File: src/rtl/mem_stage_pkg.sv
// Shared types and constants for the cotm32 memory stage: FSM encoding,
// exception causes, load/store funct3 encodings and the pipeline payload structs.
package cotm32_pkg;

    typedef enum logic [1:0] {
        IDLE     = 2'd0,
        WAIT_GNT = 2'd1,
        WAIT_RSP = 2'd2,
        DRAIN    = 2'd3
    } mem_state_e;

    localparam logic [3:0] EXC_LOAD_MISALIGNED  = 4'd4;
    localparam logic [3:0] EXC_LOAD_FAULT       = 4'd5;
    localparam logic [3:0] EXC_STORE_MISALIGNED = 4'd6;
    localparam logic [3:0] EXC_STORE_FAULT      = 4'd7;

    localparam logic [2:0] F3_LB  = 3'b000;
    localparam logic [2:0] F3_LH  = 3'b001;
    localparam logic [2:0] F3_LW  = 3'b010;
    localparam logic [2:0] F3_LBU = 3'b100;
    localparam logic [2:0] F3_LHU = 3'b101;
    localparam logic [2:0] F3_SB  = 3'b000;
    localparam logic [2:0] F3_SH  = 3'b001;
    localparam logic [2:0] F3_SW  = 3'b010;

    // funct3[1:0] encodes the access size for both loads and stores
    function automatic logic is_misaligned(input logic [2:0] funct3, input logic [1:0] offset);
        case (funct3[1:0])
            2'b10:   return offset != 2'b00;
            2'b01:   return offset[0];
            default: return 1'b0;
        endcase
    endfunction

endpackage

package cotm32_pipeline_pkg;

    typedef struct packed {
        logic [31:0] inst;
        logic [31:0] pc;
        logic [31:0] alu_result;
        logic [31:0] rs2_data;
        logic        mem_read;
        logic        mem_write;
        logic [2:0]  funct3;
        logic [4:0]  rd;
        logic        reg_write;
    } exmem_data_t;

    typedef struct packed {
        logic [31:0] inst;
        logic [31:0] pc;
        logic [31:0] alu_result;
        logic [31:0] mem_rdata;
        logic [4:0]  rd;
        logic        reg_write;
        logic        exc_valid;
        logic [3:0]  exc_cause;
    } memwb_data_t;

endpackage

File: src/rtl/mem_stage_if.sv
// Data-memory request/response bus between the memory stage and the fabric.
interface dmem_if;
    logic        o_dmem_req;
    logic        o_dmem_we;
    logic [31:0] o_dmem_addr;
    logic [3:0]  o_dmem_be;
    logic [31:0] o_dmem_wdata;
    logic        i_dmem_gnt;
    logic        i_dmem_rvalid;
    logic        i_dmem_err;
    logic [31:0] i_dmem_rdata;

    modport master (
        output o_dmem_req, o_dmem_we, o_dmem_addr, o_dmem_be, o_dmem_wdata,
        input  i_dmem_gnt, i_dmem_rvalid, i_dmem_err, i_dmem_rdata
    );

    modport slave (
        input  o_dmem_req, o_dmem_we, o_dmem_addr, o_dmem_be, o_dmem_wdata,
        output i_dmem_gnt, i_dmem_rvalid, i_dmem_err, i_dmem_rdata
    );
endinterface

File: src/rtl/mem_stage_load_align.sv
// Combinational load-lane extraction with sign/zero extension.
module load_align
    import cotm32_pkg::*;
(
    input  logic [31:0] rdata,
    input  logic [1:0]  offset,
    input  logic [2:0]  funct3,
    output logic [31:0] result
);

    logic [7:0]  lane [4];
    logic [15:0] half [2];
    logic [7:0]  byte_sel;
    logic [15:0] half_sel;

    genvar gi;
    generate
        for (gi = 0; gi < 4; gi++) begin : g_lane
            assign lane[gi] = rdata[8*gi +: 8];
        end
        for (gi = 0; gi < 2; gi++) begin : g_half
            assign half[gi] = rdata[16*gi +: 16];
        end
    endgenerate

    assign byte_sel = lane[offset];
    assign half_sel = half[offset[1]];

    always_comb begin
        result = rdata;
        case (funct3)
            F3_LB:   result = {{24{byte_sel[7]}}, byte_sel};
            F3_LBU:  result = {24'd0, byte_sel};
            F3_LH:   result = {{16{half_sel[15]}}, half_sel};
            F3_LHU:  result = {16'd0, half_sel};
            default: result = rdata;
        endcase
    end

endmodule

File: src/rtl/mem_stage.sv
// Memory stage: issues one data-bus transaction per load/store, stalls the
// front of the pipeline until the response, and presents the MEM/WB payload.
module mem_stage
    import cotm32_pkg::*;
    import cotm32_pipeline_pkg::*;
#(
    parameter int XLEN = 32
) (
    input  logic         i_clk,
    input  logic         i_rst_n,
    input  exmem_data_t  i_data,
    input  logic         i_valid,
    input  logic         i_kill,
    output memwb_data_t  o_data,
    output logic         o_valid,
    output logic         o_stall,
    dmem_if.master       dmem
);

    mem_state_e state_reg, state_next;
    logic       gnt_pending_reg, gnt_pending_next;

    logic [XLEN-1:0] addr_reg;
    logic [3:0]      be_reg;
    logic [XLEN-1:0] wdata_reg;
    logic            we_reg;
    logic [2:0]      funct3_reg;
    logic [1:0]      off_reg;

    logic            mem_op;
    logic            misaligned;
    logic            issue;
    logic [1:0]      off_in;
    logic [XLEN-1:0] addr_in;
    logic [3:0]      be_in;
    logic [XLEN-1:0] wdata_in;
    logic [XLEN-1:0] load_data;

    assign off_in     = i_data.alu_result[1:0];
    assign addr_in    = {i_data.alu_result[XLEN-1:2], 2'b00};
    assign mem_op     = i_valid & (i_data.mem_read | i_data.mem_write) & ~i_kill;
    assign misaligned = is_misaligned(i_data.funct3, off_in);
    assign issue      = mem_op & ~misaligned;

    always_comb begin
        be_in    = 4'b1111;
        wdata_in = '0;
        if (i_data.mem_write) begin
            case (i_data.funct3)
                F3_SB: begin
                    be_in    = 4'b0001 << off_in;
                    wdata_in = {4{i_data.rs2_data[7:0]}};
                end
                F3_SH: begin
                    be_in    = 4'b0011 << off_in;
                    wdata_in = {2{i_data.rs2_data[15:0]}};
                end
                default: begin
                    be_in    = 4'b1111;
                    wdata_in = i_data.rs2_data;
                end
            endcase
        end
    end

    load_align u_load_align (
        .rdata  (dmem.i_dmem_rdata),
        .offset (off_reg),
        .funct3 (funct3_reg),
        .result (load_data)
    );

    always_ff @(posedge i_clk or negedge i_rst_n) begin
        if (!i_rst_n) begin
            state_reg       <= IDLE;
            gnt_pending_reg <= 1'b0;
        end else begin
            state_reg       <= state_next;
            gnt_pending_reg <= gnt_pending_next;
        end
    end

    // Bus fields are captured at issue so they stay stable while waiting for grant
    always_ff @(posedge i_clk or negedge i_rst_n) begin
        if (!i_rst_n) begin
            addr_reg   <= '0;
            be_reg     <= '0;
            wdata_reg  <= '0;
            we_reg     <= 1'b0;
            funct3_reg <= '0;
            off_reg    <= '0;
        end else if (state_reg == IDLE && issue) begin
            addr_reg   <= addr_in;
            be_reg     <= be_in;
            wdata_reg  <= wdata_in;
            we_reg     <= i_data.mem_write;
            funct3_reg <= i_data.funct3;
            off_reg    <= off_in;
        end
    end

    always_comb begin
        state_next       = state_reg;
        gnt_pending_next = gnt_pending_reg;
        case (state_reg)
            IDLE: begin
                if (issue) begin
                    state_next = dmem.i_dmem_gnt ? WAIT_RSP : WAIT_GNT;
                end
            end
            WAIT_GNT: begin
                if (i_kill) begin
                    state_next       = DRAIN;
                    gnt_pending_next = ~dmem.i_dmem_gnt;
                end else if (dmem.i_dmem_gnt) begin
                    state_next = WAIT_RSP;
                end
            end
            WAIT_RSP: begin
                // A response coinciding with the kill closes the transaction outright
                if (dmem.i_dmem_rvalid) begin
                    state_next = IDLE;
                end else if (i_kill) begin
                    state_next       = DRAIN;
                    gnt_pending_next = 1'b0;
                end
            end
            DRAIN: begin
                if (gnt_pending_reg) begin
                    if (dmem.i_dmem_gnt) begin
                        gnt_pending_next = 1'b0;
                    end
                end else if (dmem.i_dmem_rvalid) begin
                    state_next = IDLE;
                end
            end
            default: state_next = IDLE;
        endcase
    end

    always_comb begin
        o_data.inst       = i_data.inst;
        o_data.pc         = i_data.pc;
        o_data.alu_result = i_data.alu_result;
        o_data.rd         = i_data.rd;
        o_data.mem_rdata  = '0;
        o_data.reg_write  = i_data.reg_write;
        o_data.exc_valid  = 1'b0;
        o_data.exc_cause  = 4'd0;
        o_valid           = 1'b0;
        o_stall           = 1'b0;
        dmem.o_dmem_req   = 1'b0;
        dmem.o_dmem_addr  = addr_reg;
        dmem.o_dmem_be    = be_reg;
        dmem.o_dmem_wdata = wdata_reg;
        dmem.o_dmem_we    = we_reg;
        case (state_reg)
            IDLE: begin
                if (mem_op && misaligned) begin
                    o_valid          = 1'b1;
                    o_data.exc_valid = 1'b1;
                    o_data.exc_cause = i_data.mem_write ? EXC_STORE_MISALIGNED : EXC_LOAD_MISALIGNED;
                    o_data.reg_write = 1'b0;
                end else if (mem_op) begin
                    dmem.o_dmem_req   = 1'b1;
                    dmem.o_dmem_addr  = addr_in;
                    dmem.o_dmem_be    = be_in;
                    dmem.o_dmem_wdata = wdata_in;
                    dmem.o_dmem_we    = i_data.mem_write;
                    o_stall           = 1'b1;
                end else begin
                    o_valid = i_valid & ~i_kill;
                end
            end
            WAIT_GNT: begin
                dmem.o_dmem_req = 1'b1;
                o_stall         = 1'b1;
            end
            WAIT_RSP: begin
                if (dmem.i_dmem_rvalid && !i_kill) begin
                    o_valid          = 1'b1;
                    o_data.exc_valid = dmem.i_dmem_err;
                    o_data.reg_write = i_data.reg_write & ~we_reg & ~dmem.i_dmem_err;
                    o_data.mem_rdata = (we_reg || dmem.i_dmem_err) ? '0 : load_data;
                    if (dmem.i_dmem_err) begin
                        o_data.exc_cause = we_reg ? EXC_STORE_FAULT : EXC_LOAD_FAULT;
                    end
                end else begin
                    o_stall = 1'b1;
                end
            end
            DRAIN: begin
                dmem.o_dmem_req = gnt_pending_reg;
                if (mem_op) begin
                    o_stall = 1'b1;
                end else begin
                    o_valid = i_valid & ~i_kill;
                end
            end
            default: begin
                o_stall = 1'b0;
            end
        endcase
        // Handshake outputs drop the moment reset is asserted
        if (!i_rst_n) begin
            o_valid         = 1'b0;
            o_stall         = 1'b0;
            dmem.o_dmem_req = 1'b0;
        end
    end

endmodule

File: src/flat_wrapper.sv
// flat-port wrapper written by rule: the top's interface ports become plain ports
module mem_stage_flat import cotm32_pkg::*; import cotm32_pipeline_pkg::*;
#(
    parameter int XLEN = 32
)
  (i_clk, i_rst_n, i_data, i_valid, i_kill, o_data, o_valid, o_stall, dmem_o_dmem_req, dmem_o_dmem_we, dmem_o_dmem_addr, dmem_o_dmem_be, dmem_o_dmem_wdata, dmem_i_dmem_gnt, dmem_i_dmem_rvalid, dmem_i_dmem_err, dmem_i_dmem_rdata);
  dmem_if dmem_i ();
  input  logic i_clk;
  input  logic i_rst_n;
  input  exmem_data_t i_data;
  input  logic i_valid;
  input  logic i_kill;
  output memwb_data_t o_data;
  output logic o_valid;
  output logic o_stall;
  output wire logic [$bits(dmem_i.o_dmem_req)-1:0] dmem_o_dmem_req;
  output wire logic [$bits(dmem_i.o_dmem_we)-1:0] dmem_o_dmem_we;
  output wire logic [$bits(dmem_i.o_dmem_addr)-1:0] dmem_o_dmem_addr;
  output wire logic [$bits(dmem_i.o_dmem_be)-1:0] dmem_o_dmem_be;
  output wire logic [$bits(dmem_i.o_dmem_wdata)-1:0] dmem_o_dmem_wdata;
  input wire logic [$bits(dmem_i.i_dmem_gnt)-1:0] dmem_i_dmem_gnt;
  input wire logic [$bits(dmem_i.i_dmem_rvalid)-1:0] dmem_i_dmem_rvalid;
  input wire logic [$bits(dmem_i.i_dmem_err)-1:0] dmem_i_dmem_err;
  input wire logic [$bits(dmem_i.i_dmem_rdata)-1:0] dmem_i_dmem_rdata;
  assign dmem_o_dmem_req = dmem_i.o_dmem_req;
  assign dmem_o_dmem_we = dmem_i.o_dmem_we;
  assign dmem_o_dmem_addr = dmem_i.o_dmem_addr;
  assign dmem_o_dmem_be = dmem_i.o_dmem_be;
  assign dmem_o_dmem_wdata = dmem_i.o_dmem_wdata;
  assign dmem_i.i_dmem_gnt = dmem_i_dmem_gnt;
  assign dmem_i.i_dmem_rvalid = dmem_i_dmem_rvalid;
  assign dmem_i.i_dmem_err = dmem_i_dmem_err;
  assign dmem_i.i_dmem_rdata = dmem_i_dmem_rdata;
  mem_stage #(.XLEN(XLEN)) u_core (.i_clk(i_clk), .i_rst_n(i_rst_n), .i_data(i_data), .i_valid(i_valid), .i_kill(i_kill), .o_data(o_data), .o_valid(o_valid), .o_stall(o_stall), .dmem(dmem_i));
endmodule
File: config.mk
export PLATFORM = sky130hd
export DESIGN_NAME = mem_stage_flat
export DESIGN_NICKNAME = d
export VERILOG_FILES = /design/src/rtl/mem_stage_pkg.sv /design/src/rtl/mem_stage_if.sv /design/src/rtl/mem_stage_load_align.sv /design/src/rtl/mem_stage.sv /design/src/flat_wrapper.sv
export SDC_FILE = /design/constraint.sdc
export NUM_CORES = 1
export LEC_CHECK = 0
export CAP_MARGIN = 20
export CORE_AREA = 2 2 152 154
export CTS_BUF_LIST = sky130_fd_sc_hd__clkbuf_2
export DETAILED_ROUTE_END_ITERATION = 10
export DIE_AREA = 0 0 154 156
export GPL_ROUTABILITY_DRIVEN = 0
export GPL_TIMING_DRIVEN = 0
export PLACE_DENSITY = 0.72
export REMOVE_ABC_BUFFERS = 1
export SYNTH_ARGS = -nofsm -noshare
export SYNTH_HDL_FRONTEND = slang
export SYNTH_SLANG_ARGS = --single-unit
export TNS_END_PERCENT = 1
File: constraint.sdc
create_clock -name i_clk -period 3.4 [get_ports i_clk]
set_clock_uncertainty 0.05 [all_clocks]
set_input_delay 0.85 -clock i_clk [delete_from_list [all_inputs] [get_ports i_clk]]
set_output_delay 0.85 -clock i_clk [all_outputs]
set_load 0.005 [all_outputs]
==> run metrics <==
outcome=finished with violations; violated checks=setup timing; pre-CTS setup slack=-1630 ps; final slew viol count=0; crit path DAT=2590 ps; CTS sink cnt=75; Max VDD drop=0.263 mV; max-cap viol count=0; minimum clock period=3490 ps; yosys warns=0; final antenna-violating net count=0; Mapped Area=0.00587 mm2; register area share after synthesis=0.320; Port Buffer Count=247; Final nets=955; Post-synth EDFFs=0; Yosys top cell by area=dfrtp_1; worst min path class=primary input to async pin; Die Ht=156 um; first-pass GRT wire length=40.0 mm; post-synthesis register bit count=75; clock transition at the registers of the reported paths=240 ps; starting density of the core=0.262; Leakage=4.10 nW; Skew-Pair Late Insertion Delay=570 ps; Synth Area per Inst=9.56 um2; Hold Violations, Final=0; flop-to-flop setup slack=1270 ps; area added between synthesis and finish=43.5%; # IOs=389; CTS max path bufs=2; CP Launch Type=primary input; RSZ-0062 raised after global routing=yes; top-area cell type share of the netlist area=0.320; commonest cells in the netlist=buf_4, dfrtp_1, mux2_1; cts-stage hold buffer count=0; hpwl dp=22.0 mm; Placement Cell Area=0.00782 mm2; Row Count=55; # setup viols final=39; PwrDens=569 mW/mm2; DRT Wirelength=28.8 mm; CTS tree=done; placed cell count=1009; Setup WS post-layout=-94.0 ps; Final Cell Area=0.00842 mm2; Worst R2R End=u_core.off_reg[0]$_DFFE_PN0P_; die area=0.0240 mm2; FMAX=286 MHz; overall global routing resource usage=0.235; ratio of cells with drive above 1 in the final layout=0.245; predominant post-synthesis flop cell=dfrtp_1; Synth Instances=614; CTS root buf=clkbuf_2; via/cell ratio=4.93; initial antenna violation count=1; total CTS buffers=9; fin crit share=1.03; drt wl/cell=27.1 um; vias in the first global route=5253; drc violations=0; detailed-router iteration count before antenna repair=4; kind of critical path=primary input to primary output; Post-synth ARST share=1.00; relative slew slack=0.645; top cells by area in the synthesized netlist=dfrtp_1, buf_4, mux2_1; core area=0.0224 mm2; Final Util=0.377; max reg flops=32; Worst setup EP type=primary output; Distinct cells, synth=45; total grt overflow=0; Die W=154 um; Initial DRC Count=316; CTS HTree Levels=3; pin count of the biggest net entering global routing=43; Worst-Margin Slew=532 ps; Worst R2R Start=u_core.state_reg[1]$_DFFE_PN0P_; count leader, synth=buf_4; R2R depth=7; hold slack=156 ps; Post-Layout Cell Count=1065; required time worst endpoint=2500 ps; total vias in the final route=5247; CP Max Fanout=10
==> area by class of cell <==
type	instances	area, um2
clock buffers	12	60.1
clock inverters	4	51.3
flip-flops and latches	75	1890
fillers	2266	13900
well taps	285	357
inverters	56	215
multi-input cells	343	3070
repair buffers	289	2780
diodes	1	2.50
==> placed cells by master, fill, tap and decap left out, drive strengths merged, types with 2 or more instances in the layout <==
cell / Yosys / final
nor3: 6 / 6
a21oi: 17 / 17
a311oi: 3 / 3
bufbuf: 0 / 2
nor4: 2 / 2
a211oi: 8 / 8
dlymetal6s2s: 0 / 6
or2: 2 / 2
dlygate4sd2: 0 / 45
inv: 56 / 56
conb: 1 / 3
a221o: 8 / 8
nor2: 28 / 28
buf: 125 / 74
o211ai: 25 / 25
clkdlybuf4s50: 0 / 136
o21bai: 2 / 2
nand2: 28 / 28
mux2i: 51 / 51
nand2b: 5 / 6
clkinv: 0 / 2
clkbuf: 19 / 20
ha: 3 / 3
clkdlybuf4s15: 0 / 18
nor3b: 2 / 2
a221oi: 9 / 9
o21ai: 14 / 14
mux2: 90 / 90
nand3: 10 / 11
dfrtp: 75 / 75
and2: 4 / 4
mux4: 2 / 2
a2111oi: 8 / 8
==> logic make-up after synthesis <==
logic type | count (synthesis) | share of synthesized area
simple gates | 91 | 0.0727
fa+ha+maj | 3 | 0.00640
flops | 75 | 0.320
other cells | 1 | 0.000639
compound gates | 101 | 0.126
buf+inv | 200 | 0.207
mux | 143 | 0.267
==> critical path, stage by stage <==
cell and delay (ps):
dlygate4sd2_1 320, nand4bb_4 260, nand2b_2 340, a221oi_1 260
clkdlybuf4s50_1 560
==> worst max path at each step <==
| stage | from | endpoint | slack [ps] |
|---|---|---|---|
| after floorplan | i_data[7] | dmem_o_dmem_addr[10] | -2380 |
| after global placement | i_data[9] | dmem_o_dmem_addr[12] | -5210 |
| after detailed placement | i_data[7] | dmem_o_dmem_addr[17] | -1630 |
| after CTS | i_data[7] | dmem_o_dmem_addr[23] | -230 |
| after global routing | u_core.off_reg[1]$_DFFE_PN0P_ | o_data[19] | -210 |
| final | i_kill | o_data[19] | -90 |
==> timing repair <==
action                                  CTS  global route
pin swaps                                 9             6
endpoints found under the setup margin  106            97
buffers inserted                         30             4
cloned                                    6             0
resized for setup                       288            32
==> routing by layer <==
metal / vias up / wire, um / track usage
li1: 2362 / - / -
met1: 2574 / 9200 / 0.220
met2: 297 / 13500 / 0.379
met3: 12 / 5860 / 0.225
met4: 2 / 126 / 0.0316
met5: - / 131 / 0.0393
==> stage by stage <==
step	setup TNS [ps]	total power, mW
2_1_floorplan	-255450	2.79
3_3_place_gp	-773350	4.17
3_5_place_dp	-155310	4.19
4_1_cts	-5630	4.76
5_1_grt	-5670	5.13
6_report	-1090	4.79
==> report_power, final <==
part / internal (mW) / switching, mW / total (mW)
Clock: 0.179 / 0.364 / 0.542
Sequential: 1.32 / 0.263 / 1.58
Combinational: 1.42 / 1.25 / 2.67
Total: 2.91 / 1.88 / 4.79
Power figures use the tool's default switching activity.
